<file path="src/rtl/keypad_scanner.sv">
// keypad_scanner: 3x3 matrix keypad column scanner with
// press/release debounce, held level and one-cycle key strobe.
module keypad_scanner #(
  parameter int SCAN_DIV     = 1000,
  parameter int DEBOUNCE_CNT = 500000
) (
  input  logic       clk,
  input  logic       reset,
  input  logic [2:0] row_n,
  output logic [2:0] col_n,
  output logic [3:0] key,
  output logic       key_valid,
  output logic       key_held
);

  localparam int DW = (SCAN_DIV > 1) ? $clog2(SCAN_DIV) : 1;
  localparam int SW = (DEBOUNCE_CNT > 1) ? $clog2(DEBOUNCE_CNT) : 1;
  localparam logic [DW-1:0] DIV_LAST = DW'(SCAN_DIV - 1);
  localparam logic [SW-1:0] STB_LAST = SW'(DEBOUNCE_CNT - 1);

  typedef enum logic [1:0] {
    SCAN     = 2'd0,
    DEBOUNCE = 2'd1,
    HELD     = 2'd2,
    RELEASE  = 2'd3
  } state_t;

  state_t        state;
  state_t        nstate;
  logic [2:0]    rs_meta;
  logic [2:0]    rs;
  logic [1:0]    col;
  logic [1:0]    row;
  logic [1:0]    col_nx;
  logic [1:0]    row_pick;
  logic [DW-1:0] div_cnt;
  logic [SW-1:0] stb_cnt;
  logic          row_low;
  logic          any_low;
  logic          sample;
  logic          stb_last;
  logic          accept;
  logic          fresh;
  logic          held;

  always_ff @(posedge clk) begin
    if (reset) begin
      rs_meta <= 3'b111;
      rs      <= 3'b111;
    end else begin
      rs_meta <= row_n;
      rs      <= rs_meta;
    end
  end

  assign any_low  = ~&rs;
  assign sample   = (div_cnt == DIV_LAST);
  assign stb_last = (stb_cnt == STB_LAST);

  // Several rows may be low at once; the lowest index wins.
  always_comb begin
    row_pick = 2'd2;
    priority case (1'b1)
      !rs[0]:  row_pick = 2'd0;
      !rs[1]:  row_pick = 2'd1;
      default: row_pick = 2'd2;
    endcase
  end

  always_comb begin
    row_low = 1'b0;
    unique case (row)
      2'd0:    row_low = ~rs[0];
      2'd1:    row_low = ~rs[1];
      default: row_low = ~rs[2];
    endcase
  end

  always_comb begin
    col_nx = 2'd0;
    unique case (col)
      2'd0:    col_nx = 2'd1;
      2'd1:    col_nx = 2'd2;
      default: col_nx = 2'd0;
    endcase
  end

  always_ff @(posedge clk) begin
    if (reset) begin
      state <= SCAN;
    end else begin
      state <= nstate;
    end
  end

  always_comb begin
    nstate = state;
    unique case (state)
      SCAN: begin
        if (sample && any_low) begin
          nstate = DEBOUNCE;
        end
      end
      DEBOUNCE: begin
        if (!row_low) begin
          nstate = SCAN;
        end else if (stb_last) begin
          nstate = HELD;
        end
      end
      HELD: begin
        if (!row_low) begin
          nstate = RELEASE;
        end
      end
      RELEASE: begin
        if (row_low) begin
          nstate = HELD;
        end else if (stb_last) begin
          nstate = SCAN;
        end
      end
      default: nstate = SCAN;
    endcase
  end

  assign accept = (state == DEBOUNCE) && row_low && stb_last;

  // Column and row stay frozen from capture until the key is released.
  always_ff @(posedge clk) begin
    if (reset) begin
      div_cnt <= '0;
      stb_cnt <= '0;
      col     <= 2'd0;
      row     <= 2'd0;
      fresh   <= 1'b0;
    end else begin
      fresh <= accept;
      unique case (state)
        SCAN: begin
          stb_cnt <= '0;
          if (sample) begin
            div_cnt <= '0;
            if (any_low) begin
              row <= row_pick;
            end else begin
              col <= col_nx;
            end
          end else begin
            div_cnt <= div_cnt + 1'b1;
          end
        end
        DEBOUNCE: begin
          if (!row_low) begin
            col     <= col_nx;
            div_cnt <= '0;
            stb_cnt <= '0;
          end else if (stb_last) begin
            stb_cnt <= '0;
          end else begin
            stb_cnt <= stb_cnt + 1'b1;
          end
        end
        HELD: begin
          stb_cnt <= '0;
        end
        RELEASE: begin
          if (row_low) begin
            stb_cnt <= '0;
          end else if (stb_last) begin
            stb_cnt <= '0;
            div_cnt <= '0;
            col     <= col_nx;
          end else begin
            stb_cnt <= stb_cnt + 1'b1;
          end
        end
        default: begin
          stb_cnt <= '0;
        end
      endcase
    end
  end

  always_comb begin
    col_n = 3'b110;
    unique case (col)
      2'd0:    col_n = 3'b110;
      2'd1:    col_n = 3'b101;
      default: col_n = 3'b011;
    endcase
    held      = (state == HELD) || (state == RELEASE);
    key_held  = held;
    key_valid = fresh;
    key       = held ? {col, row} : 4'b1111;
  end

endmodule

</file>
<file path="config.mk">
export PLATFORM = sky130hd
export DESIGN_NAME = keypad_scanner
export DESIGN_NICKNAME = d
export VERILOG_FILES = /design/src/rtl/keypad_scanner.sv
export SDC_FILE = /design/constraint.sdc
export NUM_CORES = 1
export LEC_CHECK = 0
export ABC_AREA = 1
export CORE_MARGIN = 3
export CORE_UTILIZATION = 36
export CTS_CLUSTER_DIAMETER = 50
export DETAILED_ROUTE_END_ITERATION = 16
export SLEW_MARGIN = 20
export SYNTH_ARGS = -nofsm -noshare
export SYNTH_HDL_FRONTEND = slang
export SYNTH_SLANG_ARGS = --single-unit
</file>
<file path="constraint.sdc">
create_clock -name clk -period 1.4 [get_ports clk]
set_input_delay 0.35 -clock clk [delete_from_list [all_inputs] [get_ports clk]]
set_output_delay 0.35 -clock clk [all_outputs]
set_load 0.005 [all_outputs]
</file>
# Word-level counts from Yosys, hierarchy flattened
# Cells that the tools add are included.
dict set report totals {
  out_inout_bits 9
  inputBits 5
  wordCells 73
  reg_bits 42
}
dict set report classes {
  eq_ne 16
  reduce_logical 15
  add_sub_neg 2
  bitwise 4
  muxes 28
}
# operator n
set ops {}
lappend ops {{$mux 19} 3}
lappend ops {{$pmux 19 s3} 1}
lappend ops {{$mux 10} 4}
lappend ops {{$pmux 10 s3} 1}
lappend ops {{$mux 2} 13}
lappend ops {{$add 19x1->19 const B} 1}
lappend ops {{$eq 19x19->1 const B} 1}
lappend ops {{$ne 2x2->1 const B} 7}
lappend ops {{$add 10x1->10 const B} 1}
lappend ops {{$eq 10x10->1 const B} 1}
lappend ops {{$pmux 2 s4} 1}
lappend ops {{$reduce_and 4->1} 2}
lappend ops {{$eq 2x1->1 const B} 3}
lappend ops {{$logic_not 2->1} 3}
lappend ops {{$ne 3x3->1 const B} 2}
lappend ops {{$pmux 2 s3} 1}
lappend ops {{$pmux 3 s2} 1}
lappend ops {{$reduce_and 3->1} 2}
lappend ops {{$reduce_and 6->1} 1}
lappend ops {{$eq 2x2->1 const B} 2}
lappend ops {{$mux 4} 1}
lappend ops {{$not 1->1} 4}
lappend ops {{$pmux 2 s2} 1}
lappend ops {{$logic_and 1x1->1} 3}
lappend ops {{5 further kinds} 5}

# Longest topological paths before layout
# Gate-level depths: netlist of the first run.
dict set report depth {
  depth_word 5
  depth_mapped 11
  ltp_nobuf 11
}

# Least setup slack after synthesis of the first run
# Ideal clock, no wire load.
dict set report synth_path {
  kind {register -> register}
  start {register stb_cnt[0]}
  end {register div_cnt[1]}
  required_ns 1.279
  setup_time_ns 0.121
  path_slack_ns -0.077
  path_stages_with_launch 10
  synth_period_minus_slack_ns 1.477
  n_path_buf 1
  arrival_ns 1.356
  cell_sequence {dfxtp_1 > ha_1 > nand3_2 > nor2_2 > nand3_2 > nand2_4 > nand3_4 > buf_6 > o21ai_1 > nor2_1}
}
dict set report synth_via {
  elab_chain_len 3
}
# item line
set synth_rtl {}
lappend synth_rtl {{start, declared} 37} ;# logic [SW-1:0] stb_cnt;
lappend synth_rtl {{start signal, assigned} 161} ;# stb_cnt <= stb_cnt + 1'b1;
lappend synth_rtl {{start signal, assigned} 175} ;# stb_cnt <= stb_cnt + 1'b1;
lappend synth_rtl {{$eq 19x19->1} 58} ;# assign stb_last = (stb_cnt == STB_LAST);
lappend synth_rtl {{$ne 2x2->1 (no line)} --}
lappend synth_rtl {{$reduce_and 4->1 (no line)} --}
lappend synth_rtl {{end signal, assigned} 150} ;# div_cnt <= div_cnt + 1'b1;
lappend synth_rtl {{end, declared} 36} ;# logic [DW-1:0] div_cnt;
# Every way passes these cells.
# A chain may end at the register's enable or synchronous reset.

# Worst setup path in the final report of the first run
dict set report layout_path {
  start {register stb_cnt[13]}
  end {register stb_cnt[11]}
}
dict set report layout_via {
  elab_chain_len 4
  word_cells_on_any_way 5
  cone_classes {eq/ne (1); mux (4)}
}
# item line
set layout_rtl {}
lappend layout_rtl {{$eq 19x19->1 (*)} 58}
lappend layout_rtl {{$mux 19 (*)} {158, 170}}
lappend layout_rtl {{$mux 19 (on tied branches)} {168, 154}}
lappend layout_rtl {{$pmux 19 s3 (*)} 139} ;# unique case (state)
# Every way passes the cells marked *; elsewhere a longest branch is shown, timed or not.

==> impl_results.md, run 1 <==
- Global Route met3 Usage: 4.03%
- Total power: 2.08 mW
- Register area share after synthesis: 36.6%
- Syn. warnings: 0
- Least-Margin Pin Slew: 0.444 ns
- First-pass GRT wire length: 10,600 um
- Antenna Cells: 0
- Fin area: 0.00349 mm2
- Final core utilization: 57.6%
- Clk buf depth: 2
- Worst Setup SP: stb_cnt[13]
- Ports: 14
- Drt via density: 4.83
- Final worst path period share: 107%
- Area contributors post-synth: dfxtp_1 37%, nand2_1 14%, nor2_1 9.6%, inv_1 6.7%, nand3_1 3.7%
- Multi-input gate area: 0.00150 mm2
- # nets final: 445
- Routed WL: 6320 um
- Vias in the first global route: 2,425
- Clock sinks: 42
- Initial antenna violation count: 0
- Clk_skew: 0.0102 ns
- Area Growth Syn to Fin: 52.0%
- First DRT Iteration DRCs: 84
- Largest net degree at the start of global routing: 17
- Max cap viols: 0
- # rows: 28
- Crit path time final: 1.50 ns
- Final worst slack: -0.0983 ns
- Final slew viol count: 0
- Synth top area share: 36.6%
- Synth Cell Area: 0.00230 mm2
- Initial Util: 37.9%
- Hold path startpoint: rs_meta[0]
- Commonest non-fill, non-tap cell in the layout: buf_4
- Clk slew on worst S/H paths: 0.08 ns
- Drt pass-1 iters: 4
- Worst r2r src: stb_cnt[13]
- DP Area: 0.00298 mm2
- Worst-skew pair later-pin latency: 0.30 ns
- RSZ-0062 raised after global routing: yes
- Grt met2 use: 30.7%
- CTS tree: built
- Total number of vias: 2,477
- GR met1 Demand/Resource: 21.9%
- Fill count: 568
- Max IR drop VDD: 708 uV
- Worst Hold Class: reg2reg
- Pleak: 1.56 nW
- Worst rel slew slack: 70.3%
- Congestion Overflow GR: 0
- CTS Hold Bufs: 0
- TritonCTS buffer count: 5
- Commonest non-fill, non-tap cells in the layout: 71 x buf_4, 66 x nand2_1, 51 x nor2_1, 36 x inv_1, 24 x dfxtp_1
- Proportion of layout cells with a drive suffix above 1: 41.8%
- WL/cell: 12.3 um
- Die Ht: 85.9 um
- Cell taking the most area after synthesis: dfxtp_1
- H-tree depth: 2
- Root buf cell: clkbuf_8
- Yosys reg bits: 42
- # DRC: 0
- Die width: 85.9 um
- Port Buffers: 13
- Violated checks: setup timing
- Crit path launch type: flop
- Global route hottest layer: met2
- Fmax: 0.667 GHz
- Hold Slack: 0.412 ns
- Final Instance Count excl. Fillers: 513
- Critical path type: reg2reg
- Final Hold Fails: 0
- Cell Pwr Density: 595 mW/mm2
- Routed Antenna Nets: 0
- Syn avg cell area: 6.67 um2
- Outcome: finished with violations
- Total GRT Usage: 17.8%
- Placer congestion estimate: 0.947
- CP Data Arrival Time: 1.69 ns
- CP Capture Type: flop
- FF+latch area: 871 um2
- Worst reg-to-reg setup slack: -0.1 ns
- Die area: 0.00737 mm2
- Syn Inst Count: 344
- Place WS: -0.119 ns
- Final setup viols: 22
- Detailed placement HPWL: 4310 um
- Critical Path RT: 1.59 ns
- Critical-path maximum fanout: 6
- Post-synth cell types: 32
- CORE AREA: 0.00606 mm2
- Total Negative Setup Slacks: -1.12 ns
- Placed insts: 486
- Post-synth net total: 351
Yosys cell counts:
master and instances:
xnor2_1 3, nor3_2 3, nand2_1 84, nand3_2 3, nand4_1 12, a21oi_1 15, nand2_2 3, xor2_1 4
nand3_4 1, buf_2 1, nor3b_1 4, and3_1 1, nand3b_1 6, o21bai_1 1, nor3_1 9, nor2_2 2
nor2_1 59, inv_1 41, nand2_4 1, buf_6 2, clkbuf_1 3, nor2_4 1, dfxtp_1 42, ha_1 2
buf_1 1, o211a_1 1, o21ai_0 11, inv_2 3, nor3_4 1, or2_2 6, nand3_1 17, o21ai_1 1
report_power, final:
group          switching [mW]  leakage, nW  total [mW]  internal (mW)
combinational          0.0530         1.17       0.107         0.0538
clock                   0.409       0.0383       0.754          0.344
sequential             0.0118        0.349        1.22           1.20
registers in the layout, summed over array words and instances, names as in the netlist, named ones only:
| register | flops |
|---|---|
| state | 1 |
| rs_meta | 3 |
| stb_cnt | 19 |
| col | 2 |
| rs | 3 |
| key_valid | 1 |
| row | 2 |
| div_cnt | 10 |
final cells by class:
class                           count  area share [%]
Clock buffer                        7            2.19
Inverter                           44            5.09
Multi-Input combinational cell    252            43.1
Sequential cell                    42            25.0
Tap cell                           75            2.69
Timing Repair Buffer               93            22.0
worst paths after layout:
kind / endpoint / cells after the start
worst max-delay path: stb_cnt[11] / 10
worst min-delay path: rs[0] / 1
worst max register to register: stb_cnt[11] / 10
worst min register to register: rs[0] / 1
worst max-delay path: stages (launching register included):
cell and delay [ns]:
dfxtp_2 0.34, inv_2 0.04, nor2_1 0.07, nand2_1 0.11, buf_4 0.16, nor3_2 0.10, nand2_1 0.10, nand2_2 0.13
inv_6 0.08, buf_12 0.14, o211a_1 0.11
cell families after synthesis:
family	count (synthesis)	synth area share, %
AND/OR/NAND/NOR	213	43.9
AO/OA/AOI/OAI	29	6.65
adder cells (fa/ha/maj)	2	1.09
XOR/XNOR	7	2.67
flip-flops	42	36.6
buffers and inverters	51	9.05
layer usage:
metal | wire, um | part of all wire [%]
met1 | 2950 | 47
met2 | 3090 | 49
met3 | 198 | 3.1
met4 | 76 | 1.2
met5 | 0 | 0
what timing repair did:
item	in CTS	in global routing
pin swaps	28	11
gates cloned	0	1
buffers inserted	10	11
resized for setup	80	43
setup endpoints to repair	43	42
No activity file was read; power rests on OpenSTA's default activity.
==> run 2: changes to the inputs <==
- CELL_PAD_IN_SITES_DETAIL_PLACEMENT: not set -> 1
- CELL_PAD_IN_SITES_GLOBAL_PLACEMENT: not set -> 1
- HOLD_SLACK_MARGIN: not set -> 0.06
- PLACE_DENSITY_LB_ADDON: not set -> 0.1
==> run 2 against run 1 <==
Against the previous run: the run still ends with setup timing left; cell area is 4.7% higher; core utilization is 2.7 points higher; clock power is 4.9% higher; die area stayed put; global-route usage is 5.0 points higher; hold slack better by 0.019 ns; fmax is 4.5% lower; clock skew is 0.00076 ns higher; combinational power is 27% higher; critical path depth is 1 lower; via count is 9.2% higher; largest power group unchanged; highest routed layer unchanged.
==> impl_results.md, run 2 (synthesis results as in run 1) <==
- CTS Hold Bufs: 0
- DP Area: 0.00301 mm2
- Clk_skew: 0.0110 ns
- Clk slew on worst S/H paths: 0.09 ns
- Final worst slack: -0.168 ns
- Worst-path cell chain: ha_4, nand3_4, buf_4, nor3_4, nand2_2, buf_4, buf_4, buf_4, nor3_1
- Drt via density: 5.17
- Crit path top cell by count: buf_4
- Max IR drop VDD: 541 uV
- Worst-skew pair later-pin latency: 0.31 ns
- Net Sw Frac: 24.6%
- Fin area: 0.00365 mm2
- Vias in the first global route: 2,837
- Pleak: 1.65 nW
- CORE AREA: 0.00606 mm2
- Outcome: finished with violations
- Clk buf depth: 2
- Largest registers: stb_cnt: 19 flops, div_cnt: 10 flops
- RSZ-0062 raised after global routing: yes
- Fmax: 0.638 GHz
- Congestion Overflow GR: 0
- Int Pwr: 1.61 mW
- Initial Util: 37.9%
- Detailed placement HPWL: 5470 um
- Routed Antenna Nets: 0
- Worst Hold Class: reg2reg
- Die area: 0.00737 mm2
- Power share of the combinational group: 6.3%
- Crit path time final: 1.57 ns
- Area Growth Syn to Fin: 59.2%
- # nets final: 455
- Total number of vias: 2,704
- CP Capture Type: flop
- Worst rel slew slack: 78.2%
- Initial antenna violation count: 0
- Critical Path RT: 1.64 ns
- Place WS: -0.154 ns
- Critical-path maximum fanout: 4
- Slowest cell delay on critical path: 0.36 ns
- CTS tree: built
- Critical path type: reg2reg
- Placer congestion estimate: 0.848
- WL/cell: 16.5 um
- Crit path max-delay cell type: dfxtp_2
- Ports: 14
- Cell Pwr Density: 586 mW/mm2
- Worst path bufs/invs: 4
- Largest net degree at the start of global routing: 14
- CP delay by family, top: buffers and inverters
- Final worst path period share: 112%
- H-tree depth: 2
- Die width: 85.9 um
- Violated checks: setup timing
- P_sw: 0.527 mW
- Commonest non-fill, non-tap cells in the layout: 77 x buf_4, 64 x nand2_1, 44 x nor2_1, 33 x inv_1, 23 x dfxtp_1
- Drt pass-1 iters: 4
- TritonCTS buffer count: 5
- Final setup viols: 36
- Die Ht: 85.9 um
- Clock share of power: 36.9%
- Seq pwr share: 56.7%
- Max FFs per register: 19
- # rows: 28
- Clock sinks: 42
- Proportion of layout cells with a drive suffix above 1: 46.4%
- Largest Register: stb_cnt
- Root buf cell: clkbuf_8
- First-pass GRT wire length: 13,300 um
- Final Hold Fails: 0
- Port Buffers: 13
- Commonest non-fill, non-tap cell in the layout: buf_4
- Max cap viols: 0
- Antenna Cells: 0
- Least-Margin Pin Slew: 0.326 ns
- # DRC: 0
- Total GRT Usage: 22.8%
- First DRT Iteration DRCs: 66
- Final slew viol count: 0
- Crit path launch type: flop
- CP Data Arrival Time: 1.81 ns
- Routed WL: 8600 um
## run 2: what timing repair did
item | in CTS | in global routing
setup endpoints to repair | 44 | 42
resized for setup | 81 | 73
gates cloned | 1 | 0
pin swaps | 26 | 30
buffers inserted | 15 | 7
## run 2: path summary, 6_finish.rpt
check             startpoint        end  slack [ns]  cells past startpoint
hold reg to reg   rs_meta[1]      rs[1]        0.43                      1
setup reg to reg  stb_cnt[0]  key_valid       -0.17                      9
hold / removal    rs_meta[1]      rs[1]        0.43                      1
setup / recovery  stb_cnt[0]  key_valid       -0.17                      9
## run 2: per-stage QoR
stage | std cells | utilization [%] | total power, mW | TNS, ns | hold WS, ns
after floorplan | 344 | - | 1.29 | 0 | 0.389
after global placement | 493 | 49.7 | 1.35 | -1.77 | 0.422
after detailed placement | 493 | 49.7 | 1.35 | -3.28 | 0.414
after CTS | 516 | 56.1 | 2.13 | -1.94 | 0.425
after global routing | 523 | 60.3 | 2.21 | -5.94 | 0.453
final | 523 | 60.3 | 2.14 | -3.17 | 0.430
## run 2: final cells by class
class | instances | area (um2)
Multi-Input combinational cell | 252 | 1580
Fill cell | 782 | 2410
Clock buffer | 7 | 76.3
Inverter | 44 | 183
Sequential cell | 42 | 877
Timing Repair Buffer | 103 | 842
Tap cell | 75 | 93.8
## run 2: layer usage
layer	global-route usage [%]	wire length [um]	up-vias
li1	-	-	1303
met1	27.6	3720	1313
met2	41.4	4460	65
met3	4.13	247	23
met4	5.76	178	0
met5	0	0	-
## run 2: power by group through the flow
stage | Combinational, mW | Sequential (mW) | Clock [mW]
floorplan | 0.0470 | 1.24 | 0
global placement | 0.105 | 1.25 | 0
detailed placement | 0.108 | 1.25 | 0
CTS | 0.123 | 1.21 | 0.789
global route | 0.149 | 1.22 | 0.842
finish | 0.136 | 1.21 | 0.791
==> run 3: changes to the inputs <==
- CORE_MARGIN: 3 -> not set
- CORE_UTILIZATION: 36 -> 38
- PLACE_DENSITY: not set -> 0.74
- PLACE_DENSITY_LB_ADDON: 0.1 -> not set
==> run 3 against run 2 <==
Against the previous run: the flow still finishes with violations (setup timing); total power up 6.9%; clock skew grew 0.0076 ns; clock-buffer cell count unchanged; hold slack improved by 0.036 ns; combinational power rose by 12%; fmax down 8.7%; highest routed layer unchanged.
==> impl_results.md, run 3 (synthesis results as in run 1) <==
- Total power: 2.29 mW
- Worst-skew pair later-pin latency: 0.32 ns
- Critical path type: reg2reg
- Ports: 14
- Final slew viol count: 0
- Final setup viols: 36
- Initial antenna violation count: 0
- RSZ-0062 raised after global routing: yes
- Placer congestion estimate: 0.840
- CP Capture Type: flop
- Max cap viols: 0
- WHS Path Cells: 1
- Commonest non-fill, non-tap cells in the layout: 74 x buf_4, 56 x nand2_1, 38 x nor2_1, 34 x inv_1, 22 x dfxtp_1
- Outcome: finished with violations
- # nets final: 457
- # DRC: 0
- Fmax: 0.582 GHz
- Antenna Cells: 0
- Largest Register: stb_cnt
- Least-Margin Pin Slew: 0.487 ns
- Crit path launch type: flop
- Violated checks: setup timing
- Clk_skew: 0.0186 ns
- Routed Antenna Nets: 0
- CORE AREA: 0.00568 mm2
- Congestion Overflow GR: 0
- Die width: 79.7 um
- Initial Util: 40.5%
- Worst Hold Class: reg2reg
- Drt via density: 5.93
- Drt pass-1 iters: 5
- Crit path time final: 1.72 ns
- Root buf cell: clkbuf_8
- Clk slew on worst S/H paths: 0.11 ns
- WL/cell: 24.5 um
- Max IR drop VDD: 638 uV
- H-tree depth: 2
- Fill count: 683
- FF-to-FF path depth: 6
- CTS tree: built
- Largest registers: stb_cnt: 19 flops, div_cnt: 10 flops
- Proportion of layout cells with a drive suffix above 1: 53.7%
- Final worst slack: -0.317 ns
- Die area: 0.00636 mm2
- Routed WL: 12,800 um
- Area Growth Syn to Fin: 66.9%
- TritonCTS buffer count: 5
- Total Negative Setup Slacks: -6.22 ns
- Total number of vias: 3,103
- First-pass GRT wire length: 15,600 um
- Clock sinks: 42
- # rows: 27
- Final worst path period share: 123%
- CTS Hold Bufs: 0
- Detailed placement HPWL: 5180 um
- Final Hold Fails: 0
- CP Data Arrival Time: 1.92 ns
- Worst rel slew slack: 67.5%
- Port Buffers: 13
- Max FFs per register: 19
- Cell Pwr Density: 598 mW/mm2
- Largest net degree at the start of global routing: 17
- Clk buf depth: 2
- First DRT Iteration DRCs: 212
- Commonest non-fill, non-tap cell in the layout: buf_4
- Total GRT Usage: 33.5%
- Die Ht: 79.7 um
- Vias in the first global route: 3,054
- Pleak: 1.74 nW
- Critical-path maximum fanout: 4
- Critical Path RT: 1.61 ns
==> run 3: changes by cell type in the layout (fill, tap and decap cells not counted), sizes merged <==
cell	before	now
clkinv	0	1
nand3	22	21
buf	90	92
clkbuf	9	12
nand2	88	89
clkdlybuf4s15	5	2
==> run 3: report_power, final <==
part	switching, mW	leakage (nW)	internal (mW)	total (mW)
Combinational	0.0861	1.34	0.0657	0.152
Sequential	0.0176	0.352	1.20	1.22
Clock	0.518	0.0482	0.401	0.919
Total	0.622	1.74	1.67	2.29
==> run 3: cell type report <==
type | instances | area [um2] | area share [%]
inverters | 44 | 175 | 4.57
well taps | 72 | 90.1 | 2.35
clock inverters | 1 | 5.00 | 0.131
clock buffers | 7 | 86.3 | 2.25
multi-input cells | 252 | 1720 | 45.0
flip-flops and latches | 42 | 878 | 22.9
repair buffers | 105 | 873 | 22.8
==> run 3: through the flow <==
stage / hold slack, ns / util, % / area [um2] / worst slack (ns) / cells
final: 0.467 / 67.5 / 3830 / -0.317 / 523
after CTS: 0.435 / 61.7 / 3500 / -0.108 / 511
after global routing: 0.480 / 67.5 / 3830 / -0.391 / 523
after global placement: 0.412 / 52.8 / 3000 / -0.130 / 489
after detailed placement: 0.414 / 52.8 / 3000 / -0.176 / 489
after floorplan: 0.389 / - / 2320 / 0.0300 / 344
==> run 3: layer usage <==
| layer | global-route usage (%) | wire, um |
|---|---|---|
| met5 | 0 | 0 |
| met4 | 19.6 | 800 |
| met3 | 7.20 | 875 |
| met2 | 59.7 | 6250 |
| met1 | 36.2 | 4900 |
==> run 3: path summary, 6_finish.rpt <==
kind	start	end	slack [ns]
min	rs_meta[1]	rs[1]	0.47
max reg2reg	rs[1]	col[0]	-0.32
min reg2reg	rs_meta[1]	rs[1]	0.47
max	rs[1]	col[0]	-0.32
==> run 3: critical path, stage by stage, from the launching register on <==
cell and delay (ns):
dfxtp_1 0.38, buf_4 0.14, nand3_1 0.15, o21ai_0 0.32, nand4_1 0.29, nor2_1 0.23
nor2_1 0.09
==> run 3: timing repair <==
item,in CTS,in global routing
gates resized for setup,108,87
gates cloned,0,1
endpoints found under the setup margin,44,42
pin swaps,45,32
setup buffers,17,16
